<file path="config.mk">
export PLATFORM = sky130hd
export DESIGN_NAME = seg_scan_ctrl
export DESIGN_NICKNAME = d
export VERILOG_FILES = /design/src/rtl/seg_pkg.sv /design/src/rtl/hex2_7seg_lut.sv /design/src/rtl/seg_scan_ctrl.sv
export SDC_FILE = /design/constraint.sdc
export NUM_CORES = 1
export LEC_CHECK = 0
export CORE_ASPECT_RATIO = 0.8
export CORE_MARGIN = 2
export CORE_UTILIZATION = 58
export CTS_CLUSTER_DIAMETER = 50
export DETAILED_ROUTE_END_ITERATION = 8
export PLACE_DENSITY = 0.86
export SLEW_MARGIN = 20
export SYNTH_ARGS = -nofsm -noshare
export SYNTH_HDL_FRONTEND = slang
export SYNTH_SLANG_ARGS = --single-unit
</file>
<file path="constraint.sdc">
create_clock -name CLK1 -period 3.4 [get_ports CLK1]
set_clock_uncertainty 0.15 [all_clocks]
set_input_delay 1.02 -clock CLK1 [delete_from_list [all_inputs] [get_ports CLK1]]
set_output_delay 1.02 -clock CLK1 [all_outputs]
set_load 0.01 [all_outputs]
</file>
<file path="src/rtl/seg_pkg.sv">
// Shared constants and types for the seven-segment scan logic.
package seg_pkg;

    localparam logic [6:0] SEG_OFF    = 7'b1111111;
    localparam logic [3:0] AN_OFF     = 4'b1111;
    localparam int         NUM_DIGITS = 4;

    // Defaults for a 50 MHz crystal: 1 kHz per digit, 10 us blank gap.
    localparam int SCAN_DIV_50M  = 50000;
    localparam int BLANK_CYC_50M = 500;

    typedef enum logic {
        PH_BLANK,
        PH_DRIVE
    } phase_e;

endpackage

</file>
<file path="src/rtl/hex2_7seg_lut.sv">
// Hex nibble to active-low seven-segment pattern, seg[0]=a .. seg[6]=g.
module hex2_7seg_lut (
    input  logic [3:0] hex_i,
    output logic [0:6] seg_o
);

    always_comb begin
        case (hex_i)
            4'h0: seg_o = 7'b0000001;
            4'h1: seg_o = 7'b1001111;
            4'h2: seg_o = 7'b0010010;
            4'h3: seg_o = 7'b0000110;
            4'h4: seg_o = 7'b1001100;
            4'h5: seg_o = 7'b0100100;
            4'h6: seg_o = 7'b0100000;
            4'h7: seg_o = 7'b0001111;
            4'h8: seg_o = 7'b0000000;
            4'h9: seg_o = 7'b0000100;
            4'hA: seg_o = 7'b0001000;
            4'hB: seg_o = 7'b1100000;
            4'hC: seg_o = 7'b0110001;
            4'hD: seg_o = 7'b1000010;
            4'hE: seg_o = 7'b0110000;
            default: seg_o = 7'b0111000;
        endcase
    end

endmodule

</file>
<file path="src/rtl/seg_scan_ctrl.sv">
// Round-robin scan of four seven-segment digits with a blank gap before each
// slot and a once-per-frame shadow of the display data.
module seg_scan_ctrl
    import seg_pkg::*;
#(
    parameter int SCAN_DIV  = SCAN_DIV_50M,
    parameter int BLANK_CYC = BLANK_CYC_50M,
    parameter int CW        = 17
) (
    input  logic        CLK1,
    input  logic        arst,
    input  logic [15:0] value,
    input  logic [3:0]  dp_in,
    input  logic [3:0]  dig_en,
    output logic [0:6]  seg,
    output logic        dp,
    output logic [3:0]  an,
    output logic        frame_tick
);

    logic [CW-1:0] cnt_q, cnt_d;
    logic [1:0]    idx_q, idx_d;
    logic [15:0]   sh_val_q, sh_val_d;
    logic [3:0]    sh_dp_q, sh_dp_d;
    logic [3:0]    sh_en_q, sh_en_d;
    logic [3:0]    an_q, an_d;
    logic [0:6]    seg_q, seg_d;
    logic          dp_q, dp_d;
    logic          tick_q, tick_d;

    logic          slot_end;
    logic          capture;
    phase_e        phase;
    logic [3:0]    nibble;
    logic [0:6]    lut_seg;

    assign slot_end = (cnt_q == CW'(SCAN_DIV - 1));
    assign capture  = (idx_q == 2'd0) && (cnt_q == '0);
    assign phase    = (cnt_q < CW'(BLANK_CYC)) ? PH_BLANK : PH_DRIVE;
    assign nibble   = sh_val_q[{idx_q, 2'b00} +: 4];

    hex2_7seg_lut u_lut (
        .hex_i (nibble),
        .seg_o (lut_seg)
    );

    always_comb begin
        // NOTE: every signal gets a default before any branch so no latch is inferred.
        cnt_d    = slot_end ? '0 : cnt_q + 1'b1;
        idx_d    = slot_end ? idx_q + 2'd1 : idx_q;
        sh_val_d = sh_val_q;
        sh_dp_d  = sh_dp_q;
        sh_en_d  = sh_en_q;
        an_d     = AN_OFF;
        seg_d    = SEG_OFF;
        dp_d     = 1'b1;
        tick_d   = slot_end && (idx_q == 2'd3);

        // Capturing only at the start of digit 0 keeps a frame from tearing.
        if (capture) begin
            sh_val_d = value;
            sh_dp_d  = dp_in;
            sh_en_d  = dig_en;
        end

        if (phase == PH_DRIVE && sh_en_q[idx_q]) begin
            an_d  = ~(4'b0001 << idx_q);
            seg_d = lut_seg;
            dp_d  = ~sh_dp_q[idx_q];
        end
    end

    // NOTE: sequential state uses non-blocking assignments only.
    always_ff @(posedge CLK1 or posedge arst) begin
        if (arst) begin
            cnt_q    <= '0;
            idx_q    <= 2'd0;
            sh_val_q <= '0;
            sh_dp_q  <= '0;
            sh_en_q  <= '0;
            an_q     <= AN_OFF;
            seg_q    <= SEG_OFF;
            dp_q     <= 1'b1;
            tick_q   <= 1'b0;
        end else begin
            cnt_q    <= cnt_d;
            idx_q    <= idx_d;
            sh_val_q <= sh_val_d;
            sh_dp_q  <= sh_dp_d;
            sh_en_q  <= sh_en_d;
            an_q     <= an_d;
            seg_q    <= seg_d;
            dp_q     <= dp_d;
            tick_q   <= tick_d;
        end
    end

    assign an         = an_q;
    assign seg        = seg_q;
    assign dp         = dp_q;
    assign frame_tick = tick_q;

endmodule

</file>
* Word level (Yosys, flattened, before mapping) *
Memories as Yosys holds them, arrays and structs flattened.
Index checks and enable logic that the tools add are counted.

word-level totals
  latch bits = 0
  memories kept = 1
  logic and storage cells = 34
  bits in writable memories = 0
  memory bits (read-only) = 112
  register bits = 56
  output and inout bits = 13

operators by class
  divide/modulo/power cells = 0
  order comparisons = 2
  bitwise gates (word level) = 2
  mux-type cells = 9
  $mul = 0
  eq/ne operators = 2
  add/sub/neg operators = 2
  shift operators = 2
  reductions and logical operators = 5

memory list
  name             depth  bits a word  read ports  clocked after Yosys merged registers in  wr ports  RTL line            source
  (no name shown)  16     7            1           0                                        0         hex2_7seg_lut.sv:8  case (hex_i)

operators by type and width
  cell                                                                      count
  17-bit by 1-bit adder with 17-bit output (second input constant)          1
  17-bit by 16-bit equality test with 1-bit output (second input constant)  1
  17-bit zero test                                                          1
  17-bit by 9-bit < comparator with 1-bit output (second input constant)    1
  17-bit two-way mux                                                        1
  16-bit by 5-bit indexed part select with 4-bit output                     1
  7-bit two-way mux                                                         1
  1-bit binary-select mux with 2-bit select                                 2
  1-bit two-way mux                                                         4
  4-bit two-way mux                                                         1
  4-bit NOT                                                                 1
  1-bit by 2-bit << shifter with 4-bit output (first input constant)        1
  1-bit logical AND                                                         3
  2-bit by 3-bit < comparator with 1-bit output (second input constant)     1
  2-bit by 1-bit adder with 2-bit output (second input constant)            1
  2-bit equality test (second input constant)                               1
  2-bit zero test                                                           1
  1-bit NOT                                                                 1

* Longest topological paths before layout *
  depth after elaboration = 4
  mapped depth = 8
  gate-level depth less buffers = 7

* Modules after synthesis *
A second synthesis with hierarchy kept.

unflattened totals
  cells, all modules = 214
  area, all modules = 2710.1 sq um

by module, submodules not included
  module         area an instance (sq um)  instances  cells an instance
  seg_scan_ctrl  2441.1                    1          181
  hex2_7seg_lut  269.0                     1          33

* Worst setup path after synthesis *
Ideal clock, no wire load.

  path kind = reg2reg
  start point = register cnt_q[11]
  end point = register sh_dp_q[0]
  stages on the path, launching flop included = 6
  buffers on the path = 1
  period minus slack after synthesis = 2309 ps
  slack = 1091 ps
  arrival = 2034 ps
  path through = dfrtp_1 or3_1 or4_4 nor3_4 buf_6 mux2_2

on the way
  word-level cells in the longest chain between the ends = 2

RTL lines
  item                    RTL line             source
  start, declared         seg_scan_ctrl.sv:21  logic [CW-1:0] cnt_q, cnt_d;
  start signal, assigned  seg_scan_ctrl.sv:86  cnt_q <= cnt_d;
  17-bit zero test        seg_scan_ctrl.sv:38  assign capture = (idx_q == 2'd0) && (cnt_q == '0);
  1-bit logical AND       seg_scan_ctrl.sv:38
  end signal, assigned    seg_scan_ctrl.sv:89  sh_dp_q <= sh_dp_d;
  end, declared           seg_scan_ctrl.sv:24  logic [3:0] sh_dp_q, sh_dp_d;

Every way passes these cells.
A chain may end at the register's enable or synchronous reset.

* Worst setup path after layout *
  start point = register dp_q, in the netlist dp
  end point = output dp

RTL lines
  item                    RTL line             source
  start, declared         seg_scan_ctrl.sv:28  logic dp_q, dp_d;
  start signal, assigned  seg_scan_ctrl.sv:93  dp_q <= dp_d;
  end, declared           seg_scan_ctrl.sv:16  output logic dp,

No word-level cell between the ends.

==> metrics.txt <==
CP cell instances clkdlybuf4s50_1; Pins Over Slew Limit 0; Pint 0.000952 W; DIE AREA 5250 µm²; final count of negative-setup-slack endpoints 0; top_reg_cell synth dfrtp_1; Sequential Power Share between 50% and 60%; Tot Pwr 0.00120 W; final RePlAce weighted congestion 0.848; VDD IR max 0.263 mV; sequential fraction of the synthesis area 52.1%; initial core utilization 59.8%; Synth Area in Simple Gates 11.9%; clock share of power 35.0%; Final Hold Fails 0; Net Count, Synth 263; clock buffer count from CTS 5; number of synthesized register bits 56; post-CTS setup buffer count 0; Period minus WS final 2.55 ns; Logic pwr share 7.8%; Reg clk slew, reported paths 0.09 ns; CORE AREA 4540 µm²; Worst setup SP type flop; ys async rst share 100%; I/O pin cnt 39; Hold Buf Count CTS 0; CTS max path bufs 2; achievable frequency 0.393 GHz; die width roughly 80 µm; cell count after synthesis 225; PostCTS Resize Cnt 0; Final ANT Viol Nets 0; CTS H-tree lvls 2; CP Max Fanout 1; sw power 0.000252 W; initial DRC count 106; Synth Area in Adders 5.53%; Sink Count 56; fin crit share approximately three quarters; post-synth cell types 37; Chip Height 65.2 µm; critical path arrival around 1.4 ns; gr ovfl total 0; first-pass GRT wire length 8730 µm; vias in the first global route 1799; WP buf/inv 1; largest family of logic cells by synthesized area multiplexers; Critical Path RT ~2.2 ns; RSZ-0062 raised after global routing false; fin util about 70%; setup_tns 0 ns; drt drc 0; mapped cell area between 2000 and 3000 µm²; wire length per cell 15.6 µm; final net count ~310; CP delay by family, top flip-flops; status finished, final reports clean; ANT cells 0; Pre-Repair DR Iteration Count 4; CTS root buffer clkbuf_8; num rows 22; Compound-Gate Fraction of Synth Area 4.61%; Total GRT Usage between 20% and 30%; Via Count 1840; Post-synth EDFFs 0; Worst setup EP type output port; P_leak 1.38 nW; port bufs 38; worst hold path type flop to flop; Slew @ Worst Pin 0.785 ns; critical path's slowest cell dfstp_2; mux contribution to synthesized area 17.2%; Max-Cap Viols 0; Pwr Density between 300 and 400 nW/µm²; Layout area overhead 20.3%; dpl hpwl 3750 µm; design area between 3000 and 4000 µm²; DP Area 3160 µm²; Sw Share 20.9%; initial antenna violation count 0; CP Class flop to output port; vias per cell 5.61; layout cells sized above 1 between 20% and 30%; warnings from Yosys 0; Slew headroom 46.2%; largest net degree at the start of global routing 30; average size of a mapped cell 12.1 µm²; post-synthesis xor/xnor area fraction 5.48%; worst skew pair latency 0.30 ns; crit-path max cell delay approximately 0.54 ns; TritonCTS clock tree built; final WL 5120 µm
==> routing by layer <==
| metal | part of all wire [%] | wire (µm) | vias to the layer above | global-route usage [%] |
|---|---|---|---|---|
| met5 | 0 | 0 | - | 0 |
| met2 | 46 | 2370 | 58 | 34.0 |
| met1 | 47 | 2420 | 909 | 32.9 |
| met4 | 0.90 | 46 | 0 | 5.51 |
| li1 | - | - | 869 | - |
| met3 | 5.3 | 272 | 4 | 5.36 |
==> layout by cell type (no fill, tap or decap), drive strengths merged <==
cell type      Yosys  final
dfrtp             44     44
dfstp             12     12
and2               1      1
nor2b              1      1
a21boi             1      1
a211o              1      1
nand3b             1      1
o31a               1      1
a31oi              1      1
mux2i              5      5
mux4               5      5
nor4               1      1
buf                5      5
a211oi             1      1
xnor2              9      9
inv               10     10
nor2              18     18
nand3              8      8
clkinv             0      1
nand2             20     20
and3               3      3
or3                1      1
o21ai              5      5
ha                12     12
a21oi              2      2
or4                2      2
nand4              3      3
o221ai             1      1
o311ai             3      3
clkbuf             3      6
mux2              27     27
clkdlybuf4s50      0     38
a311oi             1      1
nor3               8      8
xor2               8      8
bufinv             0      1
o211ai             1      1
==> power by group through the flow <==
stage / clock network (W) / logic (W) / registers, W
floorplan: 0 / 0.0000510 / 0.000698
global placement: 0 / 0.0000893 / 0.000701
detailed placement: 0 / 0.0000937 / 0.000702
CTS: 0.000432 / 0.0000942 / 0.000689
global route: 0.000463 / 0.000103 / 0.000691
finish: 0.000421 / 0.0000936 / 0.000689
==> cell usage after synthesis, types with 7 or more instances <==
cell type | count | area (µm²)
xnor2_1 | 9 | 78.8
ha_1 | 12 | 150
inv_1 | 10 | 37.5
nand3_1 | 8 | 40.0
nor3_1 | 7 | 35.0
nor2_1 | 18 | 67.6
nand2_1 | 20 | 75.1
mux2_2 | 27 | 304
xor2_1 | 8 | 70.1
dfrtp_1 | 44 | 1100
dfstp_2 | 12 | 315
==> cells by family after synthesis <==
logic type               count (synthesis)
adder cells (fa/ha/maj)                 12
XOR/XNOR                                17
flip-flops                              56
buffers and inverters                   18
AO/OA/AOI/OAI                           18
multiplexers                            37
AND/OR/NAND/NOR                         67
==> cell type report <==
cell class                 instances  area, µm²
multi-input combinational        151       1210
fill                             328       1270
clock buffer                       6       72.6
sequential                        56       1420
clock inverter                     2       35.0
tap                               60       75.1
timing repair buffer              43        418
inverter                          10       37.5
==> state kept, by name, indices dropped and copies added (netlist names) <==
signal	count
sh_en_q	4
dp	1
sh_val_q	16
seg	7
an	4
frame_tick	1
idx_q	2
cnt_q	17
sh_dp_q	4
==> stage by stage <==
| step | hold slack [ns] | instances | setup slack (ns) |
|---|---|---|---|
| 3_5_place_dp | 0.321 | 320 | 0.999 |
| 6_report | 0.335 | 328 | 0.854 |
| 5_1_grt | 0.356 | 328 | 0.814 |
| 3_3_place_gp | 0.316 | 320 | 1.04 |
| 4_1_cts | 0.336 | 328 | 0.835 |
| 2_1_floorplan | 0.284 | 225 | 0.879 |
==> final timing paths <==
| kind | start | endpoint | slack [ns] | depth (start not counted) |
|---|---|---|---|---|
| min in group asynchronous | arst | cnt_q[12] | 0.96 | 2 |
| worst min-delay path | cnt_q[16] | cnt_q[16] | 0.33 | 1 |
| worst max register to register | cnt_q[11] | sh_val_q[15] | 0.98 | 5 |
| worst min register to register | cnt_q[16] | cnt_q[16] | 0.33 | 1 |
| max in group asynchronous | arst | sh_en_q[2] | 1.50 | 3 |
| worst max-delay path | dp | dp | 0.85 | 1 |
(Power assumes the default switching activity.)
